## src/rtl/matvec3_pkg.sv

```systemverilog
// matvec3_pkg: shared widths and FSM state codes for the 3x3 matrix-vector multiplier
package matvec3_pkg;
   localparam int T = 14;
   localparam int K = 3;
   localparam int W = 2 * T;
   localparam logic [1:0] LOAD_M  = 2'd0;
   localparam logic [1:0] LOAD_X  = 2'd1;
   localparam logic [1:0] COMPUTE = 2'd2;
   localparam logic [1:0] OUTPUT  = 2'd3;
endpackage

```

## src/rtl/matvec3_mac.sv

```systemverilog
// matvec3_mac: signed TxT multiply into a W-bit accumulator that wraps modulo 2^W
module matvec3_mac
   import matvec3_pkg::*;
(
   input  logic                clk,
   input  logic                reset,
   input  logic                clr,
   input  logic                en,
   input  logic signed [T-1:0] a,
   input  logic signed [T-1:0] b,
   output logic signed [W-1:0] acc
);
   logic signed [W-1:0] prod;
   assign prod = W'(a) * W'(b);
   always_ff @(posedge clk)
      acc <= (reset || clr) ? '0 : en ? acc + prod : acc;
endmodule

```

## src/rtl/matvec3_part2.sv

```systemverilog
// matvec3_part2: streaming y = M*x with a reusable stored matrix and valid/ready on both sides
module matvec3_part2
   import matvec3_pkg::*;
(
   input  logic                clk,
   input  logic                reset,
   input  logic                input_valid,
   output logic                input_ready,
   input  logic signed [T-1:0] input_data,
   input  logic                new_matrix,
   output logic                output_valid,
   input  logic                output_ready,
   output logic signed [W-1:0] output_data
);
   logic [1:0] state, row, j;
   logic [3:0] cnt, idx;
   logic first, take, give, clr, en;
   logic signed [T-1:0] m [K*K];
   logic signed [T-1:0] x [K];
   assign input_ready  = !reset && (state == LOAD_M || state == LOAD_X);
   assign output_valid = !reset && state == OUTPUT;
   assign take = input_valid && input_ready;
   assign give = output_valid && output_ready;
   // the accumulator is cleared on the edge that enters COMPUTE for each row
   assign clr  = (take && state == LOAD_X && cnt == 4'd2) || (give && row != 2'd2);
   assign en   = state == COMPUTE;
   assign idx  = 4'(row) * 4'd3 + 4'(j);
   always_ff @(posedge clk) begin
      if (reset) begin
         state <= LOAD_M;
         cnt   <= '0;
         row   <= '0;
         j     <= '0;
         first <= 1'b1;
         for (int i = 0; i < K*K; i++) m[i] <= '0;
         for (int i = 0; i < K; i++) x[i] <= '0;
      end else begin
         case (state)
            LOAD_M: if (take) begin
               first <= 1'b0;
               if (first && !new_matrix) begin
                  x[0]  <= input_data;
                  cnt   <= 4'd1;
                  state <= LOAD_X;
               end else begin
                  m[cnt] <= input_data;
                  cnt    <= cnt == 4'd8 ? 4'd0 : cnt + 4'd1;
                  state  <= cnt == 4'd8 ? LOAD_X : LOAD_M;
               end
            end
            LOAD_X: if (take) begin
               x[cnt[1:0]] <= input_data;
               cnt   <= cnt == 4'd2 ? 4'd0 : cnt + 4'd1;
               state <= cnt == 4'd2 ? COMPUTE : LOAD_X;
               row   <= '0;
               j     <= '0;
            end
            COMPUTE: begin
               j     <= j == 2'd2 ? 2'd0 : j + 2'd1;
               state <= j == 2'd2 ? OUTPUT : COMPUTE;
            end
            default: if (give) begin
               row   <= row == 2'd2 ? 2'd0 : row + 2'd1;
               state <= row == 2'd2 ? LOAD_M : COMPUTE;
               first <= row == 2'd2;
            end
         endcase
      end
   end
   matvec3_mac u_mac (
      .clk   (clk),
      .reset (reset),
      .clr   (clr),
      .en    (en),
      .a     (m[idx]),
      .b     (x[j]),
      .acc   (output_data)
   );
endmodule

```

## config.mk

```make
export PLATFORM = sky130hd
export DESIGN_NAME = matvec3_part2
export DESIGN_NICKNAME = d
export VERILOG_FILES = /design/src/rtl/matvec3_pkg.sv /design/src/rtl/matvec3_mac.sv /design/src/rtl/matvec3_part2.sv
export SDC_FILE = /design/constraint.sdc
export NUM_CORES = 1
export LEC_CHECK = 0
export BUFFER_PORTS_ARGS = -buffer_cell sky130_fd_sc_hd__buf_4
export CAP_MARGIN = 15
export CORE_MARGIN = 5
export CORE_UTILIZATION = 40
export CTS_BUF_LIST = sky130_fd_sc_hd__clkbuf_8
export CTS_CLUSTER_DIAMETER = 200
export DETAILED_ROUTE_END_ITERATION = 6
export SLEW_MARGIN = 20
export SYNTH_ARGS = -nofsm -noshare
export SYNTH_HDL_FRONTEND = slang
export SYNTH_SLANG_ARGS = --single-unit
```

## constraint.sdc

```tcl
create_clock -name clk -period 8.8 [get_ports clk]
set_clock_uncertainty 0.15 [all_clocks]
set_input_delay 2.2 -clock clk [delete_from_list [all_inputs] [get_ports clk]]
set_output_delay 2.2 -clock clk [all_outputs]
set_load 0.1 [all_outputs]
```

[Yosys cells after proc, flatten, opt, wreduce, memory -nomap -nowiden]
Memory sizes are Yosys's and may differ from the RTL's. A register that Yosys moved wholly into a read port is not among the register bits.
Index checks and enable logic that the tools add are counted.
Storage, ports and cells
  flip-flop bits (word level): 39
  memory bits (writable): 168
  bits of input ports: 19
  output and inout port bits: 30
  logic and storage cells: 105
  memories: 2
Memory list
  m: depth 9, width 14, read ports 1, clocked after Yosys merged registers in 0, write ports 9, line matvec3_part2.sv:18  | logic signed [T-1:0] m [K*K];
  x: depth 3, width 14, read ports 1, clocked after Yosys merged registers in 1, write ports 3, line matvec3_part2.sv:19  | logic signed [T-1:0] x [K];
Operators by class
  add/subtract/negate cells: 5
  multiply operators: 2
  equal/unequal tests: 10
  mux-type cells: 49
  bitwise logic cells: 3
  reductions and logical operators: 28
Operator list (number)
  $mux W14: 3
  $add A28 B28 Y28: 1
  $mul A14 B14 Y28: 1
  $reduce_or A14 Y1: 2
  $mux W2: 12
  $mux W4: 6
  $mux W1: 23
  $reduce_and A3 Y1: 4
  $eq A2 B2 Y1 const B: 4
  $logic_and A1 B1 Y1: 8
  $pmux W2 S2: 2
  $pmux W4 S2: 1
  $reduce_bool A2 Y1: 4
  $ne A2 B2 Y1 const B: 3
  $pmux W2 S3: 1
  $add A2 B1 Y2 const B: 2
  $add A4 B1 Y4 const B: 1
  $add A4 B2 Y4: 1
  $eq A4 B2 Y1 const B: 1
  $eq A4 B4 Y1 const B: 1
  $mul A2 B2 Y4 const B: 1
  $reduce_bool A4 Y1: 1
  $reduce_or A2 Y1: 2
  $logic_or A1 B1 Y1: 3
  7 further kinds: 9

[Longest topological paths before layout]
  depth after elaboration: 10
  depth in mapped cells: 34
  depth with buffers taken out: 30

[Modules after synthesis]
From an unflattened synthesis, not the netlist that was laid out.
Second synthesis, totals
  cell total of the unflattened synthesis: 1838
  area total of the unflattened synthesis: 22545.4 µm²
By module, submodules not included
  matvec3_part2: times used 1, cells each 756, area each 12763.5 µm², seq. area each 8668.3 µm²
  matvec3_mac: times used 1, cells each 1082, area each 9781.9 µm², seq. area each 560.5 µm²

[Worst setup path before layout]
Ideal clock, no wire load.
  path kind: reg-to-reg
  from: reg row[0]
  to: reg u_mac.acc[27]
  setup time: 0.122 ns
  arrival: 8.209 ns
  required time: 8.528 ns
  slack: 0.319 ns
  stages on the path, launching flop included: 31
  buffers on the path: 3
  clock period less this slack: 8.481 ns
  cell sequence: dfxtp_1 -> inv_1 -> fa_1 -> inv_1 -> ha_1 -> fa_1 -> clkbuf_1 -> mux4_2 -> clkbuf_1 -> nand2_1 -> inv_1 -> fa_1 -> inv_1 -> fa_1 -> inv_1 -> fa_1 -> fa_1 -> fa_1 -> inv_1 -> fa_1 -> inv_1 -> ha_1 -> clkbuf_1 -> a22oi_1 -> nand2_1 -> or2_2 -> o211ai_2 -> o211ai_1 -> a21oi_1 -> xnor2_1 -> o21ai_1
Between the ends
  longest elaborated chain between the ends: 5
  elaborated cells between the ends (all ways): 9
  those cells by class: add/sub (2); mul (2); eq/ne (1); reduce/logical (3); memory (1)
RTL lines
  start: declaration: line matvec3_part2.sv:15  | logic [1:0] state, row, j;
  start signal: assignment: line matvec3_part2.sv:63  | row <= row == 2'd2 ? 2'd0 : row + 2'd1;
  $mul A2 B2 Y4: line matvec3_part2.sv:27  | assign idx = 4'(row) * 4'd3 + 4'(j);
  $add A4 B2 Y4: line matvec3_part2.sv:27
  $mem_v2 Z9 W14
  $mul A14 B14 Y28: line matvec3_mac.sv:14  | assign prod = W'(a) * W'(b);
  $add A28 B28 Y28: line matvec3_mac.sv:16  | acc <= (reset || clr) ? '0 : en ? acc + prod : acc;
  end signal: assignment: line matvec3_mac.sv:16
  end: declaration: line matvec3_mac.sv:11  | output logic signed [W-1:0] acc
Parallel ways exist; a longest one is shown, timed or not.
A chain may end at the register's enable or synchronous reset.

[Final worst setup path]
  from: reg row[0]
  to: reg u_mac.acc[16]
The elaborated chain is that of the path after synthesis.

==> qor.csv <==
metric;value;unit
setup_tns;0;ns
synth.top_cells.by_count;327 x inv_1, 280 x edfxtp_1, 232 x fa_1;
hold_viol;0;
p_leak;10.4;nW
power.share.switching;36.3;%
dp.final_hpwl;37.5;mm
p_total;5.47;mW
num-nets-final;2247;
end_kind;flop;
core;56100;um^2
switchingPower;1.98;mW
grt_max_degree;48;
syn_inst;1847;
critPathLaunchType;flop;
setup_viol;0;
dr_total_vias;13300;
grt_usage;17.2;%
wl_per_cell;18.9;um
cts_buffers;56;
crit_type;reg2reg;
synth-async-reset-ratio;0;%
grt_antenna_before_repair;2;
grt_pass1_wl;82.6;mm
synth_top_area_cell;edfxtp_1;
wl;51.2;mm
chipHeight;247;um
slew_viol_final;0;
syn_nets;2194;
area_delta_synth_final;11.1;%
synthMostInstantiatedCell;inv_1;
synthFlopType;edfxtp_1;
required;9.16;ns
critPathMaxStageDelay;0.55;ns
syn_area;22500;um^2
crit_fanout;47;
max-vdd-ir-drop;0.126;mV
final_area;25000;um^2
power_frac_clock;26.7;%
layout-drive-gt1-share;14.9;%
path_clk_slew;0.06;ns
power_density;218;nW/um^2
slew_headroom;23.1;%
routed_via_density;4.93;
cts_sinks;321;
ys_ff_latch;321;
gp_congestion;0.876;
drc_errors;0;
antennaDiodeCount;0;
cts_hold_buf;0;
ant_nets;0;
worst-endpoint-arrival;8.86;ns
die_x;247;um
start_util;40.2;%
rows;87;
pin_count;49;
power_frac_seq;31.1;%
p_comb_share;42.2;%
drt-initial-drc-count;892;
clockBufferDepth;3;
clockRootBuffer;clkbuf_8;
grt_overflow;0;
ys_seq_area_share;40.9;%
post_dp_cell_area;23800;um^2
first_pass_iters;5;
htreeDepth;2;
tightest_slew;1.15;ns
synth.distinct_cells;49;
maxCapViolCount;0;
status;finished clean;
ctsResizeCount;0;
grt_pass1_vias;14600;
fin_crit_sh;96.7;%
critical-path-slowest-cell;fa_1;
fmax;118;MHz
grt_setup_unrepaired;no;
dieArea;61200;um^2
synth_edf_count;280;
synth.top_cell.area_share;37.3;%
hold_class;reg2reg;
ys_warn_count;0;
portBuffers;48;
post_cts_buffers;0;
syn_area_per_cell;12.2;um^2
insertion_delay;0.65;ns
synth.area.top_cells;edfxtp_1 37%, fa_1 21%, mux4_2 7.7%;
p_int;3.49;mW
hold_slack;0.341;ns
fin_crit;8.51;ns
crit_path_frequent_cell;fa_1;
tritoncts;built;
worst max-delay path, delay by kind of cell (launching register included):
| family | cells | cell delay (ns) |
|---|---|---|
| buffers and inverters | 9 | 1.08 |
| DFF | 1 | 0.43 |
| adders and majority gates | 9 | 4.07 |
| muxes | 2 | 0.94 |
| AOI/OAI and AO/OA | 7 | 1.54 |
| and+or+nand+nor | 1 | 0.16 |
sequential cells by signal, summed over array words and instances, names as in the netlist, named ones only:
signal / flops
m: 224
state: 2
u_mac.acc: 28
j: 2
cnt: 4
first: 1
x: 56
row: 2
metrics by stage:
stage,utilization [%],worst slack [ns],cells
after floorplan,-,0.319,1847
after global placement,42.5,0.396,2598
after detailed placement,42.5,0.266,2598
after CTS,44.6,0.269,2704
after global routing,44.7,0.00201,2704
final,44.7,0.293,2704
layer usage:
metal	track usage, %	wire, um
met3	2.56	2570
met5	0	0
met1	24.0	22900
met2	28.7	24600
met4	4.39	1100
cell families after synthesis:
family | count (synthesis) | share of synthesized area, %
mux | 107 | 9.06
fa+ha+maj | 328 | 25.9
simple gates | 525 | 12.3
xor+xnor | 39 | 1.52
compound gates | 112 | 3.05
flops | 321 | 40.9
buf+inv | 415 | 7.23
cell usage in the layout (no fill, tap or decap), types with 30 or more instances in the layout:
cell,count
fa_1,232
buf_4,81
ha_1,93
dfxtp_1,41
inv_1,338
clkbuf_8,60
mux4_2,77
nor2_1,74
and2_1,228
edfxtp_1,280
nand2_1,114
xnor2_1,30
power groups by stage:
| stage | registers, mW | logic [mW] | clock network (mW) |
|---|---|---|---|
| 6_report | 1.70 | 2.31 | 1.46 |
| 2_1_floorplan | 1.73 | 1.82 | 0 |
| 5_1_grt | 1.70 | 2.67 | 1.57 |
| 4_1_cts | 1.70 | 2.32 | 1.49 |
| 3_5_place_dp | 1.73 | 2.31 | 0 |
| 3_3_place_gp | 1.73 | 2.27 | 0 |
area by class of cell:
| type | instances | area [um^2] |
|---|---|---|
| Fill cell | 5135 | 31000 |
| Multi-Input combinational cell | 1111 | 11800 |
| Sequential cell | 321 | 9230 |
| Inverter | 327 | 1230 |
| Tap cell | 756 | 946 |
| Clock buffer | 60 | 826 |
| Timing Repair Buffer | 83 | 648 |
| Clock inverter | 46 | 374 |
final timing paths:
path         cells after the start  slack [ns]             to          start
min                              2        0.34  u_mac.acc[16]  u_mac.acc[16]
max                             28        0.29  u_mac.acc[16]         row[0]
min reg2reg                      2        0.34  u_mac.acc[16]  u_mac.acc[16]
max reg2reg                     28        0.29  u_mac.acc[16]         row[0]
(Power assumes the default switching activity.)
